**config.mk**
```make
export PLATFORM = sky130hd
export DESIGN_NAME = fetch_sequencer
export DESIGN_NICKNAME = d
export VERILOG_FILES = /design/src/rtl/fetch_sequencer_pkg.sv /design/src/rtl/fetch_out_reg.sv /design/src/rtl/fetch_sequencer.sv
export SDC_FILE = /design/constraint.sdc
export NUM_CORES = 1
export LEC_CHECK = 0
export ABC_AREA = 1
export CAP_MARGIN = 20
export CORE_MARGIN = 2
export CORE_UTILIZATION = 42
export CTS_BUF_LIST = sky130_fd_sc_hd__clkbuf_8
export CTS_CLUSTER_SIZE = 16
export DETAILED_ROUTE_END_ITERATION = 10
export GPL_TIMING_DRIVEN = 1
export PLACE_DENSITY = 0.74
export SYNTH_ARGS = -nofsm -noshare
export SYNTH_HDL_FRONTEND = slang
export SYNTH_SLANG_ARGS = --single-unit
export TNS_END_PERCENT = 100
```
**constraint.sdc**
```tcl
create_clock -name clk -period 2.2 [get_ports clk]
set_input_delay 0.44 -clock clk [delete_from_list [all_inputs] [get_ports clk]]
set_output_delay 0.44 -clock clk [all_outputs]
set_load 0.02 [all_outputs]
```
**src/rtl/fetch_sequencer_pkg.sv**
```systemverilog
// Shared types and constants for the instruction fetch sequencer.
package fetch_sequencer_pkg;

    localparam int PC_W    = 8;
    localparam int INSTR_W = 32;
    localparam logic [PC_W-1:0] PC_STEP = 8'd4;

    typedef enum logic [1:0] {
        ST_IDLE  = 2'd0,
        ST_FETCH = 2'd1,
        ST_DRAIN = 2'd2,
        ST_HALT  = 2'd3
    } fetch_state_t;

    function automatic logic [PC_W-1:0] word_align(input logic [PC_W-1:0] addr);
        return {addr[PC_W-1:2], 2'b00};
    endfunction

endpackage

```
**src/rtl/fetch_out_reg.sv**
```systemverilog
// One-entry valid/ready output stage holding the fetched instruction and its address.
module fetch_out_reg
    import fetch_sequencer_pkg::*;
(
    input  logic               clk,
    input  logic               rst,
    input  logic               load,
    input  logic               flush,
    input  logic               ready,
    input  logic [INSTR_W-1:0] instr_in,
    input  logic [PC_W-1:0]    pc_in,
    output logic [INSTR_W-1:0] instr_out,
    output logic [PC_W-1:0]    pc_out,
    output logic               valid
);

    logic [INSTR_W-1:0] instr_q, instr_d;
    logic [PC_W-1:0]    pc_q, pc_d;
    logic               valid_q, valid_d;

    // Flush wins over load; an accepted entry empties unless refilled.
    always_comb begin
        instr_d = instr_q;
        pc_d    = pc_q;
        valid_d = valid_q;
        if (flush) begin
            valid_d = 1'b0;
        end else if (load) begin
            instr_d = instr_in;
            pc_d    = pc_in;
            valid_d = 1'b1;
        end else if (valid_q && ready) begin
            valid_d = 1'b0;
        end
    end

    always_ff @(posedge clk or posedge rst) begin
        if (rst) begin
            instr_q <= '0;
            pc_q    <= '0;
            valid_q <= 1'b0;
        end else begin
            instr_q <= instr_d;
            pc_q    <= pc_d;
            valid_q <= valid_d;
        end
    end

    assign instr_out = instr_q;
    assign pc_out    = pc_q;
    assign valid     = valid_q;

endmodule

```
**src/rtl/fetch_sequencer.sv**
```systemverilog
// Program counter, fetch FSM and retired-fetch counter in front of decode.
module fetch_sequencer
    import fetch_sequencer_pkg::*;
#(
    parameter logic [7:0]  START_PC  = 8'h00,
    parameter logic [31:0] HALT_WORD = 32'hFFFF_FFFF,
    parameter int          CNT_W     = 16
) (
    input  logic               clk,
    input  logic               reset,
    input  logic               start,
    output logic [PC_W-1:0]    mem_addr,
    input  logic [INSTR_W-1:0] mem_instr,
    input  logic               branch_taken,
    input  logic [PC_W-1:0]    branch_target,
    output logic [INSTR_W-1:0] instr_out,
    output logic [PC_W-1:0]    pc_out,
    output logic               instr_valid,
    input  logic               instr_ready,
    output logic               halted,
    output logic [CNT_W-1:0]   fetch_count
);

    fetch_state_t     state_q, state_d;
    logic [PC_W-1:0]  pc_q, pc_d;
    logic [CNT_W-1:0] cnt_q, cnt_d;
    logic             load, flush, accept, slot_free;

    assign accept    = instr_valid && instr_ready;
    assign slot_free = !instr_valid || instr_ready;

    always_comb begin
        state_d = state_q;
        pc_d    = pc_q;
        cnt_d   = cnt_q;
        load    = 1'b0;
        flush   = 1'b0;

        if (accept && !(&cnt_q))
            cnt_d = cnt_q + CNT_W'(1);

        case (state_q)
            ST_IDLE, ST_HALT: begin
                if (start) begin
                    pc_d    = word_align(START_PC);
                    cnt_d   = '0;
                    state_d = ST_FETCH;
                end
            end
            ST_FETCH: begin
                if (branch_taken) begin
                    pc_d  = word_align(branch_target);
                    flush = 1'b1;
                end else if (slot_free) begin
                    load = 1'b1;
                    // The halt word is presented but pc stays on it.
                    if (mem_instr == HALT_WORD)
                        state_d = ST_DRAIN;
                    else
                        pc_d = pc_q + PC_STEP;
                end
            end
            ST_DRAIN: begin
                if (branch_taken) begin
                    pc_d    = word_align(branch_target);
                    flush   = 1'b1;
                    state_d = ST_FETCH;
                end else if (accept) begin
                    state_d = ST_HALT;
                end
            end
            default: state_d = ST_IDLE;
        endcase
    end

    always_ff @(posedge clk or posedge reset) begin
        if (reset) begin
            state_q <= ST_IDLE;
            pc_q    <= '0;
            cnt_q   <= '0;
        end else begin
            state_q <= state_d;
            pc_q    <= pc_d;
            cnt_q   <= cnt_d;
        end
    end

    fetch_out_reg u_out (
        .clk       (clk),
        .rst       (reset),
        .load      (load),
        .flush     (flush),
        .ready     (instr_ready),
        .instr_in  (mem_instr),
        .pc_in     (pc_q),
        .instr_out (instr_out),
        .pc_out    (pc_out),
        .valid     (instr_valid)
    );

    assign mem_addr    = pc_q;
    assign halted      = (state_q == ST_HALT);
    assign fetch_count = cnt_q;

endmodule

```
==> results of run 1 <==
[stage by stage]
step / cell area [sq um] / setup slack, ns
after floorplan: 3379 / 0.1903
final: 4752 / 0.1925
after global routing: 4752 / 0.1127
after global placement: 4556 / 0.1713
after detailed placement: 4556 / 0.1269
after CTS: 4752 / 0.1865
[worst min path at each step]
stage	cells past startpoint	start	end	slack (ns)
detailed placement	2	u_out.pc_out[6]	u_out.pc_out[6]	0.48
global route	2	reset	u_out.instr_out[3]	0.37
global placement	2	u_out.pc_out[6]	u_out.pc_out[6]	0.47
floorplan	2	state_q[1]	state_q[1]	0.50
CTS	2	reset	u_out.instr_out[2]	0.36
finish	2	reset	u_out.instr_out[2]	0.37
[cell usage after synthesis]
cell type	count
o21ai_0	16
clkinv_1	1
dfrtp_1	63
nor2_1	47
nand2_1	101
clkbuf_1	1
xor2_1	1
nand3_2	1
inv_2	2
nand2_2	2
buf_4	4
ha_1	6
nor2_2	1
a22o_1	1
a21oi_1	9
nand4_1	10
mux2_4	34
nand3_1	14
inv_1	28
o21ai_1	3
nand2_4	1
nor2_4	3
buf_6	5
a22oi_1	2
conb_1	1
a21oi_2	1
a31oi_1	1
nor3_2	1
xnor2_1	2
o21bai_1	1
mux2_2	1
[final cells by class]
class,count,area [sq um],area share [%]
Tap cell,102,127.6,2.686
Inverter,31,116.4,2.449
Clock buffer,11,151.4,3.186
Sequential cell,63,1577,33.18
Multi-Input combinational cell,263,1597,33.60
Clock inverter,4,45.04,0.9479
Timing Repair Buffer,112,1139,23.96
[critical path: cells and delay by family, from the launching register on]
family,cells,cell delay [ns]
adder cells (fa/ha/maj),1,0.20
buffers and inverters,1,0.61
flip-flops,1,0.43
[metal layers]
| layer | vias to the layer above | wire (um) | global-route usage, % |
|---|---|---|---|
| li1 | 1414 | - | - |
| met1 | 1362 | 3772 | 26.48 |
| met2 | 121 | 3869 | 30.70 |
| met3 | 15 | 571 | 4.110 |
| met4 | 0 | 107 | 6.884 |
| met5 | - | 0 | 0 |
[registers in the layout (all words and copies together) (netlist names)]
| register | flops |
|---|---|
| u_out.instr_out | 32 |
| fetch_count | 16 |
| mem_addr | 6 |
| u_out.pc_out | 6 |
| state_q | 2 |
| u_out.valid | 1 |
[kinds of logic after synthesis]
| logic type | Yosys count | synth area share, % |
|---|---|---|
| adders and majority gates | 6 | 2.229 |
| DFF | 63 | 46.81 |
| and+or+nand+nor | 181 | 22.92 |
| other | 1 | 0.1113 |
| muxes | 35 | 15.49 |
| buffers and inverters | 41 | 6.129 |
| xor gates and xnor gates | 3 | 0.7802 |
| AOI/OAI and AO/OA | 34 | 5.535 |
[where the power goes]
part | switching, W | internal [W] | leakage, nW
logic | 0.00137 | 0.00154 | 1.29
registers | 0.000322 | 0.00159 | 0.800
clock network | 0.000440 | 0.000573 | 0.105
total | 0.00213 | 0.00370 | 2.19
==> impl_metrics.toml, run 1 <==
[run_status]
status = "complete, no violations"

[critical_path]
r2r-start = "fetch_count[0]"
cp-startpoint = "state_q[0]"
end_kind = "output port"
slowest_stage = "clkdlybuf4s50_1"
cpPeakStageDelay_ns = 0.61
r2r_cells = 10
rr_endpoint = "fetch_count[13]"
cp.arrival_ns = 1.57
endpoint = "halted"
worst-endpoint-required_ns = 1.76
cp_max_fo = 5
crit_type = "flop to output port"
path_cells = "ha_1 -> clkdlybuf4s50_1"
r2r_slack_ns = 0.37
start_kind = "flop"

[placement]
io_buffers = 104
dpl.cell_count = 571
globalplace.congestion = 0.8421
dpl.hpwl_um = 6299

[timing]
grt_setup_unrepaired = "false"
tns_ns = 0
slew_viol_final = 0
finalHoldViolCount = 0
max_freq_ghz = 0.4981
period_share_pct = 91.25
fin_worst_skew_ns = 0.009523
min_period_ns = 2.007
setup_violations = 0
hold_ws_ns = 0.3690

[grt]
grt_pass1_wl_um = 13320
track_usage_pct = 19.42
grt_max_degree = 23
antenna_found_initial = 0
overflow = 0
first_global_vias = 2842

[synthesis]
ys_warn_count = 0
synth_seq_cells = 63
netlist_instances = 364
ys_seq_area_share_pct = 46.81
synthTopCellsByArea = "dfrtp_1 (47%), mux2_4 (15%), nand2_1 (11%)"
netlist_area_sq_um = 3368
synth_cell_types = 31
synth_largest_area_cell = "dfrtp_1"
synth_area_per_cell_sq_um = 9.253
yosysTopAreaCellShare_pct = 46.81

[cts]
cts-htree-levels = 3
numCtsBuffers = 9
clk_latency_ns = 0.34
root_buffer = "clkbuf_8"
postCtsHoldBufs = 0
cts_buffer_depth = 2
clock-sinks = 63
post_cts_buffers = 0
postCtsResizedCells = 0
cts_tree = "done"
cts.clk_slew.worst_paths_ns = 0.07

[layout]
nFillCells = 654
final_cell_mix = "clkdlybuf4s50_1 (104), nand2_1 (101), dfrtp_1 (63), nor2_1 (47), mux2_4 (34)"
drive_gt1_share_pct = 14.67
final_util_pct = 61.18
antenna_cells = 0
fin_cells = 586
final_common_cell = "clkdlybuf4s50_1"
area_growth_pct = 41.08
final_nets = 531

[floorplan]
row_count = 32
core_area_sq_um = 7767
die_h_um = 93.55
io_pins = 111
dieWidth_um = 93.55
start_util_pct = 43.36
die_area_sq_um = 8752

[pwr]
total_power_w = 0.005831
p_leak_nw = 2.194
ir_worst_vdd_uv = 549.3
powerDensity_nw_per_um2 = 1227

[route]
wl_per_cell_um = 14.20
ant_nets = 0
dr.pass1.iters = 5
wirelength_um = 8320
via_count = 2912
drt_iter0_markers = 110
avgViaCountPerCell = 4.969
drc = 0

[run]
cap_violations = 0

[hold_path]
min_path_type = "input pin to asynchronous set/reset pin"
No activity file was read; power rests on OpenSTA's default activity.
==> run 2, diff against run 1 <==
CORE_UTILIZATION = 35   (was 42)
PLACE_DENSITY = not set   (was 0.74)
clock period = 2.35 ns   (was 2.2 ns; I/O delays follow)
==> run 2 against run 1 <==
  * Non-clock buffer count decreased by 2
  * Critical path type unchanged
  * Cell count up 4.4%
  * Core utilization down 9.9 points
  * Combinational power down 8.3%
  * Critical endpoint unchanged
  * Largest cell class unchanged
  * Clock skew about the same
==> impl_metrics.toml, run 2 (same netlist as run 1, synthesis figures left out) <==
[timing]
fin_worst_skew_ns = 0.009704
setup_violations = 0
grt_setup_unrepaired = "false"
min_period_ns = 2.021
finalHoldViolCount = 0
period_share_pct = 86.01
slew_viol_final = 0
max_freq_ghz = 0.4947
tns_ns = 0

[route]
wirelength_um = 8300
dr.pass1.iters = 4
drt_iter0_markers = 75
ant_nets = 0
drc = 0
via_count = 2798
wl_per_cell_um = 13.56
avgViaCountPerCell = 4.572

[layout]
drive_gt1_share_pct = 14.29
final_nets = 529
largest_reg_flops = 32
final_cell_mix = "clkdlybuf4s50_1 (104), nand2_1 (101), dfrtp_1 (63), nor2_1 (47), mux2_4 (34)"
final_util_pct = 51.28
area_growth_pct = 41.34
antenna_cells = 0
final_common_cell = "clkdlybuf4s50_1"

[critical_path]
crit_type = "flop to output port"
path_cells = "ha_1 -> clkdlybuf4s50_1"
worst-path-buf-inv = 1
start_kind = "flop"
cp_top_family = "buffers and inverters"
cp_max_fo = 5
cpPeakStageDelay_ns = 0.61
slowest_stage = "clkdlybuf4s50_1"
worst-endpoint-required_ns = 1.88
cp.arrival_ns = 1.55
end_kind = "output port"

[grt]
overflow = 0
grt_pass1_wl_um = 13360
met3_usage_pct = 3.625
track_usage_pct = 16.45
first_global_vias = 2763
busiest_layer = "met2"
use_met2_pct = 25.71
antenna_found_initial = 0
grt_util_met1_pct = 22.85
grt_max_degree = 36

[placement]
io_buffers = 104
globalplace.congestion = 0.8099
dpl.hpwl_um = 6218

[run]
cap_violations = 0

[floorplan]
dieWidth_um = 102.1
io_pins = 111
die_h_um = 102.1
row_count = 35
start_util_pct = 36.28
core_area_sq_um = 9284
die_area_sq_um = 10420

[cts]
root_buffer = "clkbuf_8"
post_cts_buffers = 0
cts_tree = "done"
cts.clk_slew.worst_paths_ns = 0.07
clock-sinks = 63
cts-htree-levels = 3
numCtsBuffers = 9
postCtsHoldBufs = 0
clk_latency_ns = 0.34
cts_buffer_depth = 2
postCtsResizedCells = 0

[run_status]
status = "complete, no violations"

[pwr]
p_leak_nw = 2.166
ir_worst_vdd_uv = 371.7
powerDensity_nw_per_um2 = 1135

[hold_path]
min_path_type = "input pin to asynchronous set/reset pin"
## run 2: cell count changes in the layout (fill, tap and decap cells not counted)
cell | before | now
clkinvlp_4 | 0 | 3
inv_1 | 27 | 28
buf_4 | 5 | 4
clkinv_2 | 3 | 1
clkbuf_8 | 11 | 10
buf_12 | 3 | 2
## run 2: worst paths after layout
| kind | depth (start not counted) | from | slack (ns) | to |
|---|---|---|---|---|
| worst max-delay path | 2 | state_q[0] | 0.33 | halted |
| min in group clk | 2 | u_out.pc_out[7] | 0.49 | u_out.pc_out[7] |
| max in group asynchronous | 3 | reset | 1.50 | u_out.valid |
| worst max register to register | 9 | fetch_count[0] | 0.43 | fetch_count[13] |
| worst min register to register | 2 | u_out.pc_out[7] | 0.49 | u_out.pc_out[7] |
| worst min-delay path | 3 | reset | 0.48 | u_out.instr_out[26] |
## run 2: metrics by stage
stage | worst slack, ns | instances | cell area [sq um] | hold slack [ns] | total power (W)
floorplan | 0.3103 | 367 | 3379 | 0.5027 | 0.003379
global placement | 0.2609 | 596 | 4562 | 0.4683 | 0.004454
detailed placement | 0.2321 | 596 | 4562 | 0.4734 | 0.004493
CTS | 0.3059 | 612 | 4761 | 0.4752 | 0.005466
global route | 0.2433 | 612 | 4761 | 0.4930 | 0.005736
finish | 0.3287 | 612 | 4761 | 0.4800 | 0.005404
## run 2: worst reg2reg max path: stages, from the launching register on
cell	delay, ns
dfrtp_1	0.46
ha_1	0.24
nand2_1	0.11
nor2_1	0.06
nand2_2	0.10
nor2_4	0.05
nor2_4	0.34
nand2_1	0.16
o21ai_0	0.20
nor2_1	0.07
## run 2: area by class of cell
cell class	instances	area, sq um
Timing Repair Buffer	110	1111
Tap cell	129	161.4
Fill cell	864	4523
Inverter	31	116.4
Multi-Input combinational cell	263	1597
Clock buffer	10	137.6
Clock inverter	6	61.31
Sequential cell	63	1577
## run 2: layer usage
| layer | wire (um) | share of wire (%) |
|---|---|---|
| met1 | 3955 | 48 |
| met4 | 118 | 1.4 |
| met5 | 0 | 0 |
| met2 | 3679 | 44 |
| met3 | 547 | 6.6 |
## run 2: power breakdown
group,switching (W),internal [W]
combinational,0.00125,0.00141
sequential,0.000305,0.00149
clock,0.000432,0.000513
total,0.00199,0.00341
==> run 3, diff against run 2 <==
CORE_MARGIN = not set   (was 2)
==> run 3 against run 2 <==
  * Core utilization grew 0.16 points
  * Routed wire length decreased by 3.4%
  * Sequential power is essentially flat
  * Cell count decreased by 0.49%
  * Flip-flop and latch count did not move
  * Worst hold slack gained 0.0090 ns
  * Die area shrank 3.9%
  * Worst setup slack better by 0.019 ns
  * Fmax grew 0.93%
  * Highest routed layer unchanged
  * Critical path depth did not move
==> impl_metrics.toml, run 3 (same netlist as run 1, synthesis figures left out) <==
[pwr]
ir_worst_vdd_uv = 480.8
powerDensity_nw_per_um2 = 1154
p_leak_nw = 2.185

[route]
dr.pass1.iters = 4
wl_per_cell_um = 13.17
ant_nets = 0
via_count = 2767
drt_iter0_markers = 103
drc = 0
wirelength_um = 8021
avgViaCountPerCell = 4.544

[grt]
first_global_vias = 2688
grt_pass1_wl_um = 13140
antenna_found_initial = 0
track_usage_pct = 16.89
grt_max_degree = 64
overflow = 0

[floorplan]
row_count = 35
dieWidth_um = 100.1
start_util_pct = 36.28
io_pins = 111
die_area_sq_um = 10020
die_h_um = 100.1
core_area_sq_um = 9284

[timing]
setup_violations = 0
period_share_pct = 85.22
fin_worst_skew_ns = 0.007913
max_freq_ghz = 0.4994
min_period_ns = 2.003
grt_setup_unrepaired = "false"
final.setup.worst_slack_ns = 0.3474
finalHoldViolCount = 0
tns_ns = 0
slew_viol_final = 0

[critical_path]
cpPeakStageDelay_ns = 0.61
crit_type = "flop to output port"
r2r_slack_ns = 0.46
end_kind = "output port"
worst-endpoint-required_ns = 1.88
slowest_stage = "clkdlybuf4s50_1"
path_cells = "ha_1 -> clkdlybuf4s50_1"
cp.arrival_ns = 1.53
cp_top_family = "buffers and inverters"
start_kind = "flop"
worst-path-buf-inv = 1
cp_max_fo = 5

[cts]
clk_latency_ns = 0.33
post_cts_buffers = 0
clock-sinks = 63
numCtsBuffers = 9
root_buffer = "clkbuf_8"
postCtsHoldBufs = 0
cts-htree-levels = 3
cts.clk_slew.worst_paths_ns = 0.06
postCtsResizedCells = 0
cts_tree = "done"
cts_buffer_depth = 2

[layout]
drive_gt1_share_pct = 13.54
area_growth_pct = 41.79
largest_reg_flops = 32
final_common_cell = "clkdlybuf4s50_1"
final_cell_mix = "clkdlybuf4s50_1 (104), nand2_1 (101), dfrtp_1 (63), nor2_1 (47), mux2_4 (34)"
nFillCells = 893
final_util_pct = 51.44
final_nets = 526
antenna_cells = 0
finalInstanceArea_sq_um = 4776

[placement]
io_buffers = 104
dpl.hpwl_um = 5775
dpl_cell_area_sq_um = 4552
globalplace.congestion = 0.8069
pre_cts_ws_ns = 0.2401

[hold_path]
min_path_type = "flop to flop"

[run]
cap_violations = 0

[run_status]
status = "complete, no violations"
==> run 3: changes by cell type in the layout (fill, tap and decap cells not counted) <==
cell        change
clkbuf_8        +1
buf_12          +1
clkinvlp_4      -3
bufinv_16       +1
inv_1           +1
buf_4           -4
==> run 3: power breakdown <==
part           switching (W)  leakage, nW  internal, W
logic                0.00126         1.26      0.00141
clock network       0.000409        0.122     0.000646
registers           0.000296        0.800      0.00149
total                0.00197         2.19      0.00355
==> run 3: path summary, 6_finish.rpt <==
kind                            startpoint                  end  cells past startpoint
max                             state_q[0]               halted                      2
min                        u_out.pc_out[6]      u_out.pc_out[6]                      2
max reg2reg                 fetch_count[0]      fetch_count[13]                      9
min reg2reg                u_out.pc_out[6]      u_out.pc_out[6]                      2
max in group asynchronous            reset   u_out.instr_out[0]                      3
min in group asynchronous            reset  u_out.instr_out[26]                      3
==> run 3: worst min-delay path, cell delays in order (launching register included) <==
cell     delay, ns
dfrtp_1       0.34
nand2_1       0.05
o21ai_0       0.06
==> run 3: per-stage QoR <==
step	std cells	power, W	hold slack (ns)
after detailed placement	593	0.004480	0.4768
after CTS	609	0.005578	0.4933
final	609	0.005514	0.4890
after global routing	609	0.005846	0.5231
after floorplan	367	0.003379	0.5027
after global placement	593	0.004445	0.4679
==> run 3: final cells by class <==
| class | count | area (sq um) | share of cell area [%] |
|---|---|---|---|
| sequential | 63 | 1577 | 33.01 |
| clock inverter | 5 | 72.57 | 1.520 |
| timing repair buffer | 107 | 1101 | 23.05 |
| clock buffer | 11 | 151.4 | 3.170 |
| multi-input combinational | 263 | 1597 | 33.43 |
| inverter | 31 | 116.4 | 2.436 |
| tap | 129 | 161.4 | 3.380 |
==> run 3: routing by layer <==
| layer | global-route usage, % | share of wire [%] | routed length (um) |
|---|---|---|---|
| met5 | 0 | 0 | 0 |
| met4 | 7.135 | 1.6 | 130 |
| met3 | 3.552 | 4.7 | 375 |
| met2 | 25.36 | 44 | 3506 |
| met1 | 23.64 | 50 | 4009 |
